`src/rtl/hazard_stall_unit_pkg.sv`:
```
// rv_pkg: shared RV32I pipeline definitions.
//   Opcode constants for the instruction classes the hazard logic cares
//   about, the memory-wait FSM state type, and helpers that classify an
//   opcode by which source registers it reads and whether it touches memory.
package rv_pkg;

  localparam logic [6:0] OP_LOAD   = 7'b0000011;
  localparam logic [6:0] OP_STORE  = 7'b0100011;
  localparam logic [6:0] OP_RTYPE  = 7'b0110011;
  localparam logic [6:0] OP_BRANCH = 7'b1100011;
  localparam logic [6:0] OP_IALU   = 7'b0010011;

  typedef enum logic {
    ST_RUN  = 1'b0,
    ST_WAIT = 1'b1
  } wait_state_t;

  function automatic logic uses_rs1(input logic [6:0] op);
    return (op == OP_LOAD)  || (op == OP_STORE) || (op == OP_RTYPE) ||
           (op == OP_BRANCH) || (op == OP_IALU);
  endfunction

  function automatic logic uses_rs2(input logic [6:0] op);
    return (op == OP_STORE) || (op == OP_RTYPE) || (op == OP_BRANCH);
  endfunction

  function automatic logic is_load(input logic [6:0] op);
    return op == OP_LOAD;
  endfunction

  function automatic logic is_memop(input logic [6:0] op);
    return (op == OP_LOAD) || (op == OP_STORE);
  endfunction

endpackage

```
`src/rtl/hazard_stall_unit_mem_wait_timer.sv`:
```
// mem_wait_timer: counts consecutive cycles the pipeline is frozen on an
// outstanding data-memory access and raises a sticky timeout flag.
// Ports:
//   clk, rst_n   clock and asynchronous active-low reset
//   pipe_freeze  pipeline is frozen waiting on data memory
//   dmem_ready   data memory completed the outstanding access
//   mem_timeout  sticky flag, set once MEM_TIMEOUT wait cycles have elapsed
//
// state   | meaning
// --------+-----------------------------------------------------------
// ST_RUN  | no access outstanding, wcnt = 0
// ST_WAIT | frozen on memory, wcnt = frozen cycles so far (saturating)
module mem_wait_timer
  import rv_pkg::*;
#(
  parameter int MEM_TIMEOUT = 16,
  parameter int CNT_W       = 5
) (
  input  logic clk,
  input  logic rst_n,
  input  logic pipe_freeze,
  input  logic dmem_ready,
  output logic mem_timeout
);

  localparam logic [CNT_W-1:0] TMO = CNT_W'(MEM_TIMEOUT);
  localparam logic [CNT_W-1:0] ONE = CNT_W'(1);

  wait_state_t      state;
  logic [CNT_W-1:0] wcnt;

  // The flag is set on the same edge that wcnt reaches MEM_TIMEOUT, so it
  // is visible together with the terminal count.
  always_ff @(posedge clk or negedge rst_n) begin
    if (!rst_n) begin
      state       <= ST_RUN;
      wcnt        <= '0;
      mem_timeout <= 1'b0;
    end else begin
      case (state)
        ST_RUN: begin
          if (pipe_freeze) begin
            state <= ST_WAIT;
            wcnt  <= ONE;
            if (ONE == TMO) mem_timeout <= 1'b1;
          end
        end
        ST_WAIT: begin
          if (dmem_ready) begin
            state <= ST_RUN;
            wcnt  <= '0;
          end else if (pipe_freeze && (wcnt != TMO)) begin
            wcnt <= wcnt + ONE;
            if ((wcnt + ONE) == TMO) mem_timeout <= 1'b1;
          end
        end
        default: begin
          state <= ST_RUN;
          wcnt  <= '0;
        end
      endcase
    end
  end

endmodule

```
`src/rtl/hazard_stall_unit.sv`:
```
// hazard_stall_unit: stall, write-enable and flush generation for a 5-stage
// RV32I pipeline. Keeps shadow copies of the EX and MEM instruction state to
// detect load-use hazards, freezes the pipeline on outstanding data-memory
// accesses and flushes the front end on a taken branch.
// Ports:
//   clk, rst_n                     clock and asynchronous active-low reset
//   id_opcode/id_rs1/id_rs2/id_rd  fields of the instruction in ID
//   ex_branch_taken                branch in EX resolved taken
//   dmem_ready                     data memory finished the MEM access
//   stall                          bubble request to the control unit
//   pc_write, ifid_write           PC and IF/ID enables
//   ifid_flush, idex_flush         front-end flushes
//   pipe_freeze                    hold ID/EX, EX/MEM, MEM/WB
//   mem_timeout                    sticky memory-wait timeout
module hazard_stall_unit
  import rv_pkg::*;
#(
  parameter int MEM_TIMEOUT = 16,
  parameter int CNT_W       = 5
) (
  input  logic       clk,
  input  logic       rst_n,
  input  logic [6:0] id_opcode,
  input  logic [4:0] id_rs1,
  input  logic [4:0] id_rs2,
  input  logic [4:0] id_rd,
  input  logic       ex_branch_taken,
  input  logic       dmem_ready,
  output logic       stall,
  output logic       pc_write,
  output logic       ifid_write,
  output logic       ifid_flush,
  output logic       idex_flush,
  output logic       pipe_freeze,
  output logic       mem_timeout
);

  logic [4:0] ex_rd;
  logic       ex_memread;
  logic       ex_memop;
  logic       mem_memop;
  logic       lu;

  assign lu = ex_memread && (ex_rd != 5'd0) &&
              ((uses_rs1(id_opcode) && (id_rs1 == ex_rd)) ||
               (uses_rs2(id_opcode) && (id_rs2 == ex_rd)));

  // mem_memop is cleared asynchronously, so the freeze drops the moment
  // reset asserts.
  assign pipe_freeze = mem_memop && !dmem_ready;

  always_comb begin
    pc_write   = 1'b1;
    ifid_write = 1'b1;
    stall      = 1'b0;
    ifid_flush = 1'b0;
    idex_flush = 1'b0;
    if (!rst_n) begin
      // hold the safe defaults while reset is asserted
    end else if (pipe_freeze) begin
      // a taken branch waits here; EX holds it until the freeze drops
      pc_write   = 1'b0;
      ifid_write = 1'b0;
    end else if (ex_branch_taken) begin
      // the dependent ID instruction is discarded, so no load-use stall
      ifid_flush = 1'b1;
      idex_flush = 1'b1;
    end else if (lu) begin
      stall      = 1'b1;
      pc_write   = 1'b0;
      ifid_write = 1'b0;
    end
  end

  always_ff @(posedge clk or negedge rst_n) begin
    if (!rst_n) begin
      ex_rd      <= '0;
      ex_memread <= 1'b0;
      ex_memop   <= 1'b0;
      mem_memop  <= 1'b0;
    end else if (!pipe_freeze) begin
      mem_memop <= ex_memop;
      if (idex_flush || stall) begin
        ex_rd      <= '0;
        ex_memread <= 1'b0;
        ex_memop   <= 1'b0;
      end else begin
        ex_rd      <= id_rd;
        ex_memread <= is_load(id_opcode);
        ex_memop   <= is_memop(id_opcode);
      end
    end
  end

  mem_wait_timer #(
    .MEM_TIMEOUT(MEM_TIMEOUT),
    .CNT_W      (CNT_W)
  ) u_mem_wait_timer (
    .clk        (clk),
    .rst_n      (rst_n),
    .pipe_freeze(pipe_freeze),
    .dmem_ready (dmem_ready),
    .mem_timeout(mem_timeout)
  );

endmodule

```
`config.mk`:
```
export PLATFORM = sky130hd
export DESIGN_NAME = hazard_stall_unit
export DESIGN_NICKNAME = d
export VERILOG_FILES = /design/src/rtl/hazard_stall_unit_pkg.sv /design/src/rtl/hazard_stall_unit_mem_wait_timer.sv /design/src/rtl/hazard_stall_unit.sv
export SDC_FILE = /design/constraint.sdc
export NUM_CORES = 1
export LEC_CHECK = 0
export BUFFER_PORTS_ARGS = -buffer_cell sky130_fd_sc_hd__buf_2
export CAP_MARGIN = 40
export CORE_MARGIN = 5
export CORE_UTILIZATION = 53
export DETAILED_ROUTE_END_ITERATION = 10
export PLACE_DENSITY = 0.83
export SLEW_MARGIN = 10
export SYNTH_ARGS = -nofsm -noshare
export SYNTH_HDL_FRONTEND = slang
export SYNTH_SLANG_ARGS = --single-unit
```
`constraint.sdc`:
```
create_clock -name clk -period 3.8 [get_ports clk]
set_clock_uncertainty 0.1 [all_clocks]
set_input_delay 0.57 -clock clk [delete_from_list [all_inputs] [get_ports clk]]
set_output_delay 0.57 -clock clk [all_outputs]
set_load 0.02 [all_outputs]
```
== Word level (Yosys, flattened, before mapping) ==
Index checks and enable logic that the tools add are counted.

* Add/sub/neg operators: 1
* Equality and inequality tests: 11
* Multiplexer cells: 21
* Bitwise gates (word level): 2
* Reduce and logical (&&, ||, !) cells: 18

{| class="wikitable"
|+ Operators with widths
! operator !! number
|-
| 2-to-1 mux 5 bit || 4
|-
| 2-to-1 mux 1 bit || 15
|-
| == test 7 x 6 -> 1 bit, second input constant || 2
|-
| == test 5 bit || 2
|-
| case mux 5 bit (2 select lines) || 1
|-
| logical OR 1 bit || 8
|-
| == test 7 x 2 -> 1 bit, second input constant || 1
|-
| == test 7 x 5 -> 1 bit, second input constant || 1
|-
| == test 7 bit, second input constant || 1
|-
| logical AND 1 bit || 6
|-
| adder 5 x 1 -> 5 bit, second input constant || 1
|-
| == test 5 bit, second input constant || 1
|-
| inequality test 5 bit, second input constant || 1
|-
| nonzero test 5 bit || 1
|-
| AND reduction 4 bit || 1
|-
| inequality test 3 bit, second input constant || 1
|-
| inequality test 2 x 1 -> 1 bit, second input constant || 1
|-
| NOT 1 bit || 2
|-
| case mux 1 bit (2 select lines) || 1
|-
| AND reduction 2 bit || 1
|-
| logical NOT 1 bit || 1
|}

* Flip-flop bits (word level): 15
* Output and inout bits: 7

== Depth between registers and ports, before layout ==
* Word-level depth: 14
* Depth in mapped cells: 6

== Cells and area by module ==
A second synthesis with hierarchy kept.

* Cells, all modules: 117
* Area total of the unflattened synthesis: 1016.0 um^2

{| class="wikitable"
|+ Modules (own cells, without submodules)
! module !! instances !! cells each !! area an instance (um^2) !! seq. area each (um^2)
|-
| hazard_stall_unit || 1 || 63 || 540.5 || 200.2
|-
| mem_wait_timer || 1 || 54 || 475.5 || 175.2
|}

== Worst setup path before layout ==
No wires, ideal clock.

* Path kind: input to output
* From: input id_opcode[2]
* To: output pc_write
* Arrival time: 2.056 ns
* Slack: 1.074 ns
* Stages on the path: 6
* Path buffers: 1
* Cells stage by stage: nand4bb_1 -> a2111oi_2 -> o21ai_1 -> a21oi_2 -> o21ai_0 -> buf_4

* Word-level cells in the longest chain between the ends: 12
* Elaborated cells on any way between the ends: 19
* Classes of those cells: eq/ne (5); mux (4); reduce/logical (10)

{| class="wikitable"
|+ RTL lines
! what !! line !! source
|-
| from (decl) || hazard_stall_unit.sv:23 || <nowiki>input logic [6:0] id_opcode,</nowiki>
|-
| == test 7 x 2 -> 1 bit / == test 7 x 6 -> 1 bit (equally long branches) || hazard_stall_unit_pkg.sv:19, hazard_stall_unit_pkg.sv:24 ||
|-
| logical OR 1 bit (3 in a row) || hazard_stall_unit_pkg.sv:19 || <nowiki>return (op == OP_LOAD) || (op == OP_STORE) || (op == OP_RTYPE) ||</nowiki>
|-
| logical OR 1 bit || hazard_stall_unit_pkg.sv:20 || <nowiki>(op == OP_BRANCH) || (op == OP_IALU);</nowiki>
|-
| logical AND 1 bit || hazard_stall_unit.sv:45 || <nowiki>((uses_rs1(id_opcode) && (id_rs1 == ex_rd)) ||</nowiki>
|-
| logical OR 1 bit (*) || hazard_stall_unit.sv:45 ||
|-
| logical AND 1 bit (*) || hazard_stall_unit.sv:44 || <nowiki>assign lu = ex_memread && (ex_rd != 5'd0) &&</nowiki>
|-
| 2-to-1 mux 1 bit (*) (4 in a row) || - ||
|-
| to (decl) || hazard_stall_unit.sv:30 || <nowiki>output logic pc_write,</nowiki>
|}

Mark *: on every way between the ends. The rest lies on a longest branch, timed or not.

== Final worst setup path ==
* From: input id_opcode[2]
* To: output pc_write

* Word-level cells in the longest chain between the ends: 12
* Elaborated cells on any way between the ends: 19
* Classes of those cells: eq/ne (5); mux (4); reduce/logical (10)

{| class="wikitable"
|+ RTL lines
! what !! line !! source
|-
| == test 7 x 2 -> 1 bit / == test 7 x 6 -> 1 bit (equally long branches) || hazard_stall_unit_pkg.sv:19, hazard_stall_unit_pkg.sv:24 ||
|-
| logical OR 1 bit (3 in a row) || hazard_stall_unit_pkg.sv:19 ||
|-
| logical OR 1 bit || hazard_stall_unit_pkg.sv:20 ||
|-
| logical AND 1 bit || hazard_stall_unit.sv:45 ||
|-
| logical OR 1 bit (*) || hazard_stall_unit.sv:45 ||
|-
| logical AND 1 bit (*) || hazard_stall_unit.sv:44 ||
|-
| 2-to-1 mux 1 bit (*) || hazard_stall_unit.sv:68 || <nowiki>end else if (lu) begin</nowiki>
|-
| 2-to-1 mux 1 bit (*) || hazard_stall_unit.sv:64 || <nowiki>end else if (ex_branch_taken) begin</nowiki>
|-
| 2-to-1 mux 1 bit (*) || hazard_stall_unit.sv:60 || <nowiki>end else if (pipe_freeze) begin</nowiki>
|-
| 2-to-1 mux 1 bit (*) || hazard_stall_unit.sv:58 || <nowiki>if (!rst_n) begin</nowiki>
|}

Marked as above.

==> impl_metrics.py <==
metrics = {
    "clock_tree": {
        "hold_buffers": 0,
        "htreeDepth": 1,
        "cts-resized-gates": 0,
        "clock_sinks": 15,
        "clk_latency_ps": 290,
        "postCtsSetupBuffers": 0,
        "numCtsBuffers": 3,
        "cts-root-buf": "clkbuf_4",
        "clock_path_buffers": 2,
        "clk_pin_slew_ps": 90,
        "cts_tree": "done",
    },
    "floorplan": {
        "die_x_microns": 53.27,
        "start_util_pct": 56.85,
        "num_rows": 15,
        "io_pins": 33,
        "die_area_sq_um": 2837,
        "dieHeight_microns": 53.27,
        "core_sq_um": 1745,
    },
    "power": {
        "p_leak_nw": 0.5749,
        "cellPowerDensity_nw_per_um2": 272.0,
        "ir_drop_mv": 0.1951,
        "power.total_w": 0.0003202,
    },
    "global_route": {
        "grtUsageMet3_pct": 2.535,
        "grt.total_usage_pct": 18.45,
        "grt_use_met1_pct": 20.74,
        "busiest_layer": "met2",
        "grt_max_degree": 26,
        "grt_overflow": 0,
        "grt_pass1_wl_mm": 3.905,
        "grt_pass1_vias": 917,
        "use_met2_pct": 34.69,
        "antenna_found_initial": 0,
    },
    "finish": {
        "fillers": 145,
        "layout_commonest_cell": "buf_2",
        "multi_input_area_sq_um": 545.5,
        "area_growth_pct": 18.66,
        "final_cell_mix": "32 x buf_2, 15 x dfrtp_1, 14 x o21ai_0, 10 x inv_1, 9 x xor2_1",
        "fin_nets": 167,
        "fin_util_pct": 67.46,
        "seq_area_sq_um": 375.4,
        "insertedDiodeCount": 0,
        "drive_above_1_share_pct": 32.12,
    },
    "sta": {
        "max_freq_mhz": 360.2,
        "finalHoldViolations": 0,
        "drv_slew": 0,
        "hold_slack_ps": 115.9,
        "max_slew_margin_pct": 68.37,
        "totalNegativeSetupSlack_ps": 0,
        "fin_crit_sh_pct": 73.06,
        "worst_pin_slew_ps": 474.5,
        "min_period_ps": 2776,
        "finalSetupViolCount": 0,
        "fin_ws_ps": 1024,
        "rsz0062_at_grt": "no",
    },
    "route": {
        "routed_wl_mm": 2.190,
        "drtAntennaViolNets": 0,
        "initialDrtViolationCount": 7,
        "via_count": 899,
        "drc_errors": 0,
        "vias_per_cell": 5.549,
        "wire_per_inst_microns": 13.52,
        "dr.pass1.iters": 4,
    },
    "placed_design": {
        "gp_congestion": 0.8104,
        "place_hpwl_mm": 1.692,
        "dp_worst_setup_slack_ps": 1026,
        "portBuffers": 32,
    },
    "critical_path": {
        "required_ps": 3130,
        "critPathLaunchType": "primary input",
        "endpoint_kind": "output pin",
        "cp_max_fo": 9,
        "worst-setup-path-type": "in2out",
        "worst_ep_arrival_time_ps": 2110,
    },
    "logic_synthesis": {
        "synth_nets": 137,
        "ys_warn_count": 0,
        "ys_seq_area_share_pct": 37.83,
        "synth_cell_type_count": 32,
        "synthCells": 108,
        "syn-cell-area_sq_um": 992.2,
        "synth_edf_count": 0,
        "ys.flop_type": "dfrtp_1",
        "synth-async-reset-ratio_pct": 100.0,
        "avgSynthCellArea_sq_um": 9.187,
        "ys_ff_latch": 15,
    },
    "run": {
        "drv_cap": 0,
    },
    "status": {
        "status": "finished clean",
    },
    "worst_hold_path": {
        "min_path_type": "in2async",
    },
}
==> final cells by class <==
| type | instances | share of cell area, % |
|---|---|---|
| timing repair buffer | 32 | 13.60 |
| tap | 25 | 2.657 |
| inverter | 10 | 3.188 |
| multi-input combinational | 76 | 46.33 |
| clock buffer | 3 | 1.913 |
| clock inverter | 1 | 0.4251 |
| sequential | 15 | 31.88 |
==> routing by layer <==
layer | up-vias | routed length, microns
li1 | 441 | -
met1 | 424 | 855
met2 | 30 | 1125
met3 | 4 | 179
met4 | 0 | 29
met5 | - | 0
==> through the flow <==
| stage | cells | cell area [sq um] |
|---|---|---|
| 2_1_floorplan | 108 | 992.2 |
| 3_3_place_gp | 158 | 1150 |
| 3_5_place_dp | 158 | 1150 |
| 4_1_cts | 162 | 1177 |
| 5_1_grt | 162 | 1177 |
| 6_report | 162 | 1177 |
==> flip-flops by register name, indices dropped and copies added, names as in the netlist <==
name	count
mem_memop	1
u_mem_wait_timer.mem_timeout	1
u_mem_wait_timer.state	1
u_mem_wait_timer.wcnt	5
ex_rd	5
ex_memread	1
ex_memop	1
==> cells by family after synthesis <==
family / synth area share [%]
AOI/OAI and AO/OA: 23.08
and+or+nand+nor: 15.51
buffers and inverters: 7.188
DFF: 37.83
xor gates and xnor gates: 11.48
adders and majority gates: 3.784
muxes: 1.135
==> synth_stat cells, drive strengths merged (2+ instances only) <==
| cell type | count | area [sq um] |
|---|---|---|
| nand2 | 3 | 11.26 |
| xnor2 | 4 | 35.03 |
| xor2 | 9 | 78.83 |
| nand3 | 3 | 15.01 |
| buf | 4 | 22.52 |
| or4 | 2 | 15.01 |
| nand2b | 4 | 25.02 |
| dfrtp | 15 | 375.4 |
| o21ai | 16 | 80.08 |
| o41ai | 6 | 60.06 |
| nor3 | 2 | 10.01 |
| clkbuf | 3 | 11.26 |
| inv | 10 | 37.54 |
| nor2 | 4 | 15.01 |
| a21oi | 4 | 23.77 |
| ha | 3 | 37.54 |
| nor4 | 2 | 12.51 |
| o31ai | 2 | 15.01 |
| and3 | 3 | 18.77 |
==> power by group <==
group | internal [W] | leakage, nW | switching, W
logic | 0.0000264 | 0.363 | 0.0000288
registers | 0.000166 | 0.194 | 0.00000813
clock network | 0.0000391 | 0.0177 | 0.0000519
total | 0.000231 | 0.575 | 0.0000889
==> path summary, 6_finish.rpt <==
path                                              startpoint                            to  slack (ps)  cells after the start
worst max-delay path                            id_opcode[2]                      pc_write        1020                      7
worst min-delay path                                   rst_n      u_mem_wait_timer.wcnt[1]         120                      1
worst max register to register                     mem_memop      u_mem_wait_timer.wcnt[4]        1730                      4
worst min register to register  u_mem_wait_timer.mem_timeout  u_mem_wait_timer.mem_timeout         370                      1
max in group asynchronous                              rst_n                      ex_rd[4]        3160                      1
min in group clk                u_mem_wait_timer.mem_timeout  u_mem_wait_timer.mem_timeout         370                      1
==> critical path, stage by stage <==
cell,delay (ps)
buf_2,90
nand4bb_1,220
a2111oi_2,370
o21ai_1,130
a21oi_2,350
o21ai_0,180
buf_2,210
(Power assumes the default switching activity.)
